File: config.mk
export PLATFORM = sky130hd
export DESIGN_NAME = keccak_arbiter
export DESIGN_NICKNAME = d
export VERILOG_FILES = /design/src/rtl/keccak_arbiter.sv
export SDC_FILE = /design/constraint.sdc
export NUM_CORES = 1
export LEC_CHECK = 0
export ABC_AREA = 0
export BUFFER_PORTS_ARGS = -buffer_cell sky130_fd_sc_hd__buf_2
export CAP_MARGIN = 25
export CORE_MARGIN = 2
export CORE_UTILIZATION = 30
export DETAILED_ROUTE_END_ITERATION = 8
export PLACE_DENSITY = 0.76
export REMOVE_ABC_BUFFERS = 1
export SLEW_MARGIN = 20
export SYNTH_ARGS = -nofsm -noshare
export SYNTH_HDL_FRONTEND = slang
export SYNTH_SLANG_ARGS = --single-unit
export TNS_END_PERCENT = 50
File: constraint.sdc
create_clock -name i_clk -period 3.3 [get_ports i_clk]
set_clock_uncertainty 0.2 [all_clocks]
set_input_delay 0.66 -clock i_clk [delete_from_list [all_inputs] [get_ports i_clk]]
set_output_delay 0.66 -clock i_clk [all_outputs]
set_load 0.01 [all_outputs]
File: src/rtl/keccak_arbiter.sv
// keccak_arbiter: round-robin sharing of one keccak core among NREQ users.
// Latches the winner's config, streams its input words, pulses done on output.
module keccak_arbiter #(
  parameter int NREQ     = 2,
  parameter int BW_DATA  = 64,
  parameter int BW_IBLEN = 11,
  parameter int BW_OBLEN = 10
) (
  input  logic                     i_clk,
  input  logic                     i_rstn,
  input  logic [NREQ-1:0]          i_req,
  input  logic [2*NREQ-1:0]        i_req_mode,
  input  logic [BW_DATA*NREQ-1:0]  i_req_ibytes,
  input  logic [NREQ-1:0]          i_req_ibytes_valid,
  input  logic [BW_IBLEN*NREQ-1:0] i_req_ibytes_len,
  input  logic [BW_OBLEN*NREQ-1:0] i_req_obytes_len,
  output logic [NREQ-1:0]          o_req_gnt,
  output logic [NREQ-1:0]          o_req_ibytes_ready,
  output logic [NREQ-1:0]          o_req_done,
  output logic [1:0]               o_kc_mode,
  output logic [BW_DATA-1:0]       o_kc_ibytes,
  output logic                     o_kc_ibytes_valid,
  output logic [BW_IBLEN-1:0]      o_kc_ibytes_len,
  output logic [BW_OBLEN-1:0]      o_kc_obytes_len,
  input  logic                     i_kc_ibytes_ready,
  input  logic                     i_kc_obytes_valid
);

  localparam int IW = (NREQ > 2) ? 2 : 1;
  localparam int CW = BW_IBLEN - 2;

  typedef enum logic [2:0] {
    S_IDLE,
    S_GRANT,
    S_FEED,
    S_WAIT,
    S_DONE
  } state_t;

  state_t state, state_nx;

  logic [IW-1:0]       ptr;
  logic [IW-1:0]       gidx;
  logic [IW-1:0]       pick;
  logic                found;
  logic [NREQ-1:0]     gnt;
  logic [NREQ-1:0]     done;
  logic [1:0]          mode;
  logic [BW_IBLEN-1:0] ilen;
  logic [BW_OBLEN-1:0] olen;
  logic [CW-1:0]       cnt;
  logic [CW-1:0]       nwords;
  logic [BW_IBLEN:0]   len_rnd;
  logic                feed;
  logic                fire;
  logic                last;

  // First requester at or after the pointer, wrapping.
  always_comb begin
    found = 1'b0;
    pick  = '0;
    for (int i = 0; i < NREQ; i++) begin
      if (!found && i_req[(int'(ptr) + i) % NREQ]) begin
        found = 1'b1;
        pick  = IW'((int'(ptr) + i) % NREQ);
      end
    end
  end

  // Zero-length input still needs one (padding-only) beat.
  assign len_rnd = {1'b0, ilen} + (BW_IBLEN+1)'(7);
  assign nwords  = (ilen == '0) ? CW'(1) : len_rnd[BW_IBLEN:3];

  assign feed = (state == S_FEED);
  assign fire = feed && i_req_ibytes_valid[gidx] && i_kc_ibytes_ready;
  assign last = fire && (cnt == nwords - CW'(1));

  always_comb begin
    state_nx = state;
    unique case (state)
      S_IDLE:  if (found) state_nx = S_GRANT;
      S_GRANT: state_nx = S_FEED;
      S_FEED:  if (last) state_nx = S_WAIT;
      S_WAIT:  if (i_kc_obytes_valid) state_nx = S_DONE;
      S_DONE:  if (!i_kc_obytes_valid) state_nx = S_IDLE;
      default: state_nx = S_IDLE;
    endcase
  end

  always_ff @(posedge i_clk or negedge i_rstn) begin
    if (!i_rstn) state <= S_IDLE;
    else         state <= state_nx;
  end

  always_ff @(posedge i_clk or negedge i_rstn) begin
    if (!i_rstn) begin
      ptr  <= '0;
      gidx <= '0;
      gnt  <= '0;
      done <= '0;
      mode <= '0;
      ilen <= '0;
      olen <= '0;
      cnt  <= '0;
    end else begin
      done <= '0;
      if (state == S_IDLE && found) begin
        gnt  <= {{(NREQ-1){1'b0}}, 1'b1} << pick;
        gidx <= pick;
        mode <= i_req_mode[pick*2 +: 2];
        ilen <= i_req_ibytes_len[pick*BW_IBLEN +: BW_IBLEN];
        olen <= i_req_obytes_len[pick*BW_OBLEN +: BW_OBLEN];
      end
      if (fire) cnt <= cnt + CW'(1);
      if (state == S_WAIT && i_kc_obytes_valid) done <= gnt;
      if (state == S_DONE && !i_kc_obytes_valid) begin
        gnt <= '0;
        cnt <= '0;
        ptr <= (gidx == IW'(NREQ-1)) ? '0 : gidx + IW'(1);
      end
    end
  end

  assign o_req_gnt          = gnt;
  assign o_req_done         = done;
  assign o_req_ibytes_ready = feed ? (gnt & {NREQ{i_kc_ibytes_ready}}) : '0;
  assign o_kc_ibytes        = feed ? i_req_ibytes[gidx*BW_DATA +: BW_DATA] : '0;
  assign o_kc_ibytes_valid  = feed && i_req_ibytes_valid[gidx];
  assign o_kc_mode          = mode;
  assign o_kc_ibytes_len    = ilen;
  assign o_kc_obytes_len    = olen;

endmodule

==> results_dict.tcl, run 1 <==
set metrics [dict create \
    grt.overflow.total 0 \
    wirelength_um 12900 \
    drive_above_1_share_pct 45.8 \
    finalMaxSlewViolations 0 \
    fin_cells 800 \
    initial_core_util_pct 30.4 \
    cts.sink_count 41 \
    viasPerCell 4.86 \
    worst_pin_slew_ns 0.664 \
    area_delta_synth_final_pct 50.6 \
    p_leak_nw 2.66 \
    endpoint_kind "output pin" \
    path_max_fanout 24 \
    max-vdd-ir-drop_uv 414 \
    grt_max_degree 48 \
    drt-pass1-iter-count 4 \
    antenna_found_initial 1 \
    synth_cells 396 \
    synth_area_per_cell_um2 8.25 \
    synth_ff_type "dfrtp_1" \
    clkTransAtPathRegs_ns 0.08 \
    final_common_cell "buf_2" \
    synth_area_leaders "dfrtp_1, mux2i_1, nor2_1" \
    rsz0062_at_grt "false" \
    post-place-ws_ns 0.578 \
    place.port_buffers 275 \
    finalHoldViolCount 0 \
    core_area_um2 10700 \
    worstSetupPathType "reg -> out" \
    diodes 0 \
    vias 3888 \
    initialDrtViolationCount 212 \
    setup_viol 0 \
    reg2reg_from "o_kc_ibytes_len[0]" \
    die-height_um 108 \
    cts-resized-gates 0 \
    fp-row-count 38 \
    drv_cap 0 \
    async_flop_share_pct 100 \
    gp_congestion 0.851 \
    post_cts_buffers 0 \
    ys_seq_elements 41 \
    synth_edf_count 0 \
    hold_buffers 0 \
    wl_per_cell_um 16.2 \
    synth-seq-area-share_pct 31.4 \
    period_share_pct 92.8 \
    drtAntennaViolNets 0 \
    finalCriticalPeriod_ns 3.06 \
    fin_ws_ns 0.238 \
    max_clock_freq_mhz 327 \
    yosys.cell_types.count 37 \
    cts_made_buffers 5 \
    status "finished clean" \
    dieArea_um2 11700 \
    startpoint "state[1]" \
    hpwl_um 10900 \
    min_path_type "in -> async" \
    power.density_nw_per_um2 819 \
    final_util_pct 45.8 \
    grt_pass1_vias 3407 \
    synth_area_leader_cell "dfrtp_1" \
    grt_usage_pct 20.2 \
    finalSetupTns_ns 0 \
    io-pin-count 276 \
    cts_max_level 2 \
    cts_root_buf "clkbuf_8" \
    remaining_drc_errors 0 \
    max-slew-margin-rel_pct 55.8 \
    grt_first_pass_wirelength_um 18000 \
    yosys_warnings 0 \
    syn_area_um2 3270 \
    dp.cells 793 \
    nNetsFinal 844 \
    crit_required_ns 2.44 \
    fillerInstances 1113 \
    die_x_um 108 \
    cts_buffer_depth 2 \
    clock_latency_ns 0.29 \
    yosysTopAreaCellShare_pct 31.4 \
    cts_tree "done" \
    startpoint_type "flop" \
    final_cell_mix "buf_2, nor2_1, mux2i_1" \
    crit_arrival_ns 2.20 \
]
==> worst max-delay path, cell delays in order, from the launching register on <==
cell and delay, ns:
dfrtp_1 0.54, or3b_2 0.62, buf_4 0.27, buf_4 0.22
nor2_1 0.13, buf_2 0.14
==> state kept, by name, indices dropped and copies added, names as in the netlist <==
name             flops
o_req_gnt            2
gidx                 1
o_req_done           2
o_kc_ibytes_len     11
o_kc_obytes_len     10
cnt                  9
ptr                  1
o_kc_mode            2
state                3
==> where the power goes <==
part           switching, mW  total [mW]  internal [mW]
clock network          0.169       0.334          0.165
registers              0.320        1.03          0.706
logic                   1.48        2.67           1.19
==> metrics by stage <==
stage                     hold slack [ns]  cell area (um2)  total power [mW]
after floorplan                     0.164             3140              2.66
after global placement              0.303             4830              3.68
after detailed placement            0.317             4830              3.72
after CTS                           0.210             4920              4.07
after global routing                0.246             4920              4.35
final                               0.194             4920              4.03
==> synthesized netlist by cell type, types with 5 or more instances <==
master,count
nand3_1,7
o21ai_0,7
nand2_1,13
nor2_1,108
clkbuf_1,24
xor2_1,7
buf_2,5
a21oi_1,28
xnor2_1,12
dfrtp_1,41
nand2b_1,5
nor3_1,9
mux2i_1,90
==> worst paths after layout <==
kind | endpoint | slack [ns] | depth (start not counted)
hold reg to reg | o_kc_obytes_len[5] | 0.33 | 2
setup reg to reg | state[0] | 0.56 | 10
hold / removal | o_kc_obytes_len[8] | 0.19 | 1
setup / recovery | o_kc_ibytes[13] | 0.24 | 5
max in group asynchronous | o_kc_obytes_len[0] | 2.08 | 2
min in group i_clk | o_kc_obytes_len[5] | 0.33 | 2
==> layout make-up <==
| class | instances | area, um2 | share of cell area, % |
|---|---|---|---|
| Sequential cell | 41 | 1030 | 20.9 |
| Timing Repair Buffer | 289 | 1490 | 30.4 |
| Clock inverter | 1 | 7.51 | 0.153 |
| Tap cell | 140 | 175 | 3.56 |
| Clock buffer | 6 | 82.6 | 1.68 |
| Multi-Input combinational cell | 320 | 2120 | 43.1 |
| Inverter | 3 | 11.3 | 0.229 |
==> cells by family after synthesis <==
kind of cell               after synthesis  share of synthesized area (%)
and+or+nand+nor                        162                           22.3
muxes                                   90                           27.6
AOI/OAI and AO/OA                       47                           8.66
DFF                                     41                           31.4
buffers and inverters                   35                           4.21
xor gates and xnor gates                19                           5.09
adders and majority gates                2                          0.766
==> routing by layer <==
metal	GRT usage [%]	part of all wire [%]
met5	0	0.15
met4	4.95	1.8
met3	3.44	7.8
met2	36.4	50
met1	25.0	40
Note: power is estimated with default switching activity, not from simulation.
==> run 2: changes to the inputs <==
- MAX_ROUTING_LAYER: unset -> met4
==> run 2 against run 1 <==
  * Critical path depth stayed put
  * Via count down 0.44%
  * Sequential cell count did not move
  * Worst hold slack gained 0.0020 ns
  * Setup slack better by 0.0065 ns
  * Core utilization about the same
  * Combinational power about the same
  * Global-route usage grew 0.58 points
  * Sequential power about the same
  * Power decreased by 0.18%
  * Register-to-register slack is essentially flat
==> results_dict.tcl, run 2 (synthesized netlist as in run 1, its figures left out) <==
set metrics [dict create \
    grt_usage_pct 20.8 \
    regArea_um2 1030 \
    busiest_layer "met2" \
    clock_latency_ns 0.29 \
    clkTransAtPathRegs_ns 0.08 \
    grt.overflow.total 0 \
    remaining_drc_errors 0 \
    drv_cap 0 \
    rsz0062_at_grt "false" \
    die_x_um 108 \
    cts_buffer_depth 2 \
    multi_input_area_um2 2120 \
    drive_above_1_share_pct 45.8 \
    grt_first_pass_wirelength_um 18000 \
    hpwl_um 10900 \
    place.port_buffers 275 \
    worstSetupPathType "reg -> out" \
    power.density_nw_per_um2 817 \
    min_path_type "in -> async" \
    cts_root_buf "clkbuf_8" \
    postLayoutCellArea_um2 4930 \
    cts_max_level 2 \
    crit_arrival_ns 2.20 \
    wirelength_um 12900 \
    cts_made_buffers 5 \
    initial_core_util_pct 30.4 \
    die-height_um 108 \
    final_common_cell "buf_2" \
    grt_pass1_vias 3407 \
    max-slew-margin-rel_pct 55.6 \
    largest_register_ffs 11 \
    endpoint_kind "output pin" \
    viasPerCell 4.83 \
    antenna_found_initial 1 \
    p_leak_nw 2.66 \
    finalHoldViolCount 0 \
    finalMaxSlewViolations 0 \
    startpoint_type "flop" \
    fillerInstances 1111 \
    fp-row-count 38 \
    core_area_um2 10700 \
    vias 3871 \
    nNetsFinal 844 \
    gp_congestion 0.865 \
    dieArea_um2 11700 \
    dpl-instance-area_um2 4830 \
    drtAntennaViolNets 0 \
    cts_tree "done" \
    use_met3_pct 3.19 \
    period_share_pct 92.6 \
    crit_required_ns 2.44 \
    drt-pass1-iter-count 4 \
    final_cell_mix "buf_2, nor2_1, mux2i_1" \
    hold_buffers 0 \
    hold_ws_ns 0.196 \
    path_max_fanout 24 \
    setup_viol 0 \
    finalCriticalPeriod_ns 3.06 \
    post_cts_buffers 0 \
    grt_max_degree 48 \
    status "finished clean" \
    area_delta_synth_final_pct 50.8 \
    wl_per_cell_um 16.1 \
    max_clock_freq_mhz 327 \
    initialDrtViolationCount 175 \
    max-vdd-ir-drop_uv 413 \
    cts-resized-gates 0 \
    io-pin-count 276 \
    cts.sink_count 41 \
    grtUsageMet2_pct 36.5 \
    grtUsageMet1_pct 25.1 \
    worst_pin_slew_ns 0.666 \
]
## run 2: cell types whose count changed in the layout (fill, tap and decap cells not counted)
cell and change:
diode_2 +2
## run 2: cell type report
| cell class | count | area share (%) |
|---|---|---|
| clock inverters | 1 | 0.152 |
| inverters | 3 | 0.229 |
| multi-input cells | 320 | 43.1 |
| repair buffers | 289 | 30.3 |
| diodes | 2 | 0.102 |
| clock buffers | 6 | 1.68 |
| flip-flops and latches | 41 | 20.9 |
| well taps | 140 | 3.56 |
## run 2: where the power goes
group	switching (mW)	internal, mW	leakage, nW	total [mW]
clock network	0.169	0.165	0.0433	0.334
registers	0.319	0.706	0.481	1.03
logic	1.47	1.19	2.13	2.66
## run 2: stage by stage
stage / TNS, ns / total power, mW / cells / utilization (%) / setup slack, ns
after floorplan: -50.79 / 2.66 / 364 / - / -1.49
after global placement: 0 / 3.68 / 793 / 45.0 / 0.602
after detailed placement: 0 / 3.72 / 793 / 45.0 / 0.578
after CTS: 0 / 4.07 / 800 / 45.8 / 0.254
after global routing: 0 / 4.35 / 801 / 45.8 / 0.126
final: 0 / 4.02 / 802 / 45.8 / 0.245
## run 2: worst max-delay path: stages (launching register included)
cell,delay [ns]
dfrtp_1,0.54
or3b_2,0.62
buf_4,0.27
buf_4,0.22
nor2_1,0.12
buf_2,0.14
## run 2: final timing paths
check	start	end	slack [ns]	depth (start not counted)
max in group asynchronous	i_rstn	o_kc_obytes_len[0]	2.08	2
max	state[1]	o_kc_ibytes[1]	0.24	5
max reg2reg	o_kc_ibytes_len[0]	state[0]	0.56	10
min reg2reg	o_kc_obytes_len[5]	o_kc_obytes_len[5]	0.33	2
min in group i_clk	o_kc_obytes_len[5]	o_kc_obytes_len[5]	0.33	2
min	i_rstn	o_kc_obytes_len[8]	0.20	1
## run 2: per-layer routing
layer  vias up  wire, um
met5         -         0
met3        12      1070
met4         0       270
met1      1794      5210
li1       1893         -
met2       172      6390
==> run 3: changes to the inputs <==
- CORE_AREA: unset -> 2 2 106 108
- CORE_MARGIN: 2 -> unset
- CORE_UTILIZATION: 30 -> unset
- DIE_AREA: unset -> 0 0 108 110
- PLACE_DENSITY: 0.76 -> 0.77
==> run 3 against run 2 <==
  * Maximum frequency is 1.2% higher
  * Routed wire length is 7.1% lower
  * Non-clock buffer count is 5 lower
  * Final cell count is 0.62% lower
  * Highest routed layer unchanged
  * First-iteration DRC count is 35% higher
  * Sequential power hardly changed
  * Critical path type unchanged
  * Die area is 1.2% higher
  * Setup slack better by 0.037 ns
  * Final area is 0.66% lower
==> results_dict.tcl, run 3 (synthesized netlist as in run 1, its figures left out) <==
set metrics [dict create \
    cts_buffer_depth 2 \
    grt_usage_pct 18.8 \
    clkTransAtPathRegs_ns 0.08 \
    reg2reg_from "o_kc_ibytes_len[0]" \
    grt_pass1_vias 3316 \
    grt_max_degree 53 \
    final_common_cell "buf_2" \
    wl_met1_um 4780 \
    finalHoldViolCount 0 \
    crit_required_ns 2.44 \
    drt-pass1-iter-count 4 \
    cts_max_level 2 \
    finalMaxSlewViolations 0 \
    worst-r2r-cell-count 10 \
    final_cell_mix "buf_2, nor2_1, mux2i_1" \
    crit_arrival_ns 2.16 \
    drtAntennaViolNets 0 \
    max_clock_freq_mhz 331 \
    gp_congestion 0.850 \
    grt.overflow.total 0 \
    drv_cap 0 \
    wl_per_cell_um 15.1 \
    core_area_um2 10700 \
    place.port_buffers 275 \
    power.density_nw_per_um2 805 \
    remaining_drc_errors 0 \
    crit_path_cell_trace "or3b_2, buf_12, nor2_1, buf_2" \
    maxUsedRoutingLayer "met4" \
    rsz0062_at_grt "false" \
    initial_core_util_pct 30.5 \
    grt_first_pass_wirelength_um 16900 \
    cts.sink_count 41 \
    initialDrtViolationCount 236 \
    route.met3.wl_um 950 \
    dp.cells 788 \
    area_delta_synth_final_pct 49.8 \
    nNetsFinal 839 \
    max-slew-margin-rel_pct 48.1 \
    die-height_um 110 \
    worstSetupPathType "reg -> out" \
    max-vdd-ir-drop_uv 384 \
    p_leak_nw 2.63 \
    cts_made_buffers 5 \
    antenna_found_initial 2 \
    endpoint_kind "output pin" \
    io-pin-count 276 \
    cts_root_buf "clkbuf_8" \
    post_cts_buffers 0 \
    clock_latency_ns 0.30 \
    post-place-ws_ns 0.273 \
    hold_ws_ns 0.206 \
    fin_ws_ns 0.282 \
    slowest_delay_ns 0.74 \
    fin_cells 797 \
    finalCriticalPeriod_ns 3.02 \
    wirelength_um 12000 \
    drive_above_1_share_pct 45.5 \
    startpoint_type "flop" \
    wl_met2_um 6080 \
    viasPerCell 4.78 \
    crit_slowest_cell "or3b_2" \
    cts_tree "done" \
    largest_register_ffs 11 \
    dieArea_um2 11900 \
    min_path_type "in -> async" \
    die_x_um 108 \
    final_util_pct 45.7 \
    rrSetupSlack_ns 0.46 \
    setup_viol 0 \
    hpwl_um 9920 \
    vias 3811 \
    hold_buffers 0 \
    fp-row-count 38 \
    period_share_pct 91.4 \
    worstReg2RegEnd "state[0]" \
    worst_pin_slew_ns 0.775 \
    status "finished clean" \
    path_max_fanout 52 \
]
run 3: how the worst max path moves through the flow:
| stage | slack, ns | to | cells past startpoint | from |
|---|---|---|---|---|
| 3_3_place_gp | 0.42 | state[0] | 10 | o_kc_ibytes_len[0] |
| 4_1_cts | 0.26 | state[0] | 10 | o_kc_ibytes_len[0] |
| 6_report | 0.28 | o_kc_ibytes[15] | 4 | state[2] |
| 5_1_grt | 0.18 | state[0] | 10 | o_kc_ibytes_len[0] |
| 3_5_place_dp | 0.27 | state[0] | 10 | o_kc_ibytes_len[0] |
| 2_1_floorplan | -1.49 | gidx | 4 | i_req[0] |
run 3: layer usage:
metal | track usage, % | up-vias
met5 | - | -
met4 | 4.03 | 0
met3 | 3.29 | 15
met2 | 34.1 | 157
met1 | 21.9 | 1753
li1 | - | 1886
run 3: metrics by stage:
step | total power [mW] | area [um2] | TNS (ns)
2_1_floorplan | 2.66 | 3140 | -50.79
3_3_place_gp | 3.59 | 4790 | 0
3_5_place_dp | 3.63 | 4790 | 0
4_1_cts | 3.98 | 4880 | 0
5_1_grt | 4.27 | 4890 | 0
6_report | 3.94 | 4890 | 0
run 3: worst max-delay path: cells and delay by family, from the launching register on:
kind | cells | cell delay [ns]
AND/OR/NAND/NOR | 2 | 0.90
flip-flops | 1 | 0.52
buffers and inverters | 2 | 0.44
run 3: where the power goes:
part           switching (mW)  internal [mW]
sequential              0.354          0.706
combinational            1.38           1.16
clock                   0.173          0.165
run 3: what timing repair did:
action | CTS | global route
gates resized for setup | 0 | 1
endpoints found under the setup margin | 0 | 1
endpoints found under the hold margin | 0 | 0
run 3: cell type report:
class | count | area (um2)
timing repair buffer | 284 | 1460
multi-input combinational | 320 | 2130
fill | 1079 | 5800
clock buffer | 6 | 82.6
inverter | 3 | 11.3
tap | 140 | 175
antenna | 2 | 5.00
clock inverter | 1 | 7.51
sequential | 41 | 1030
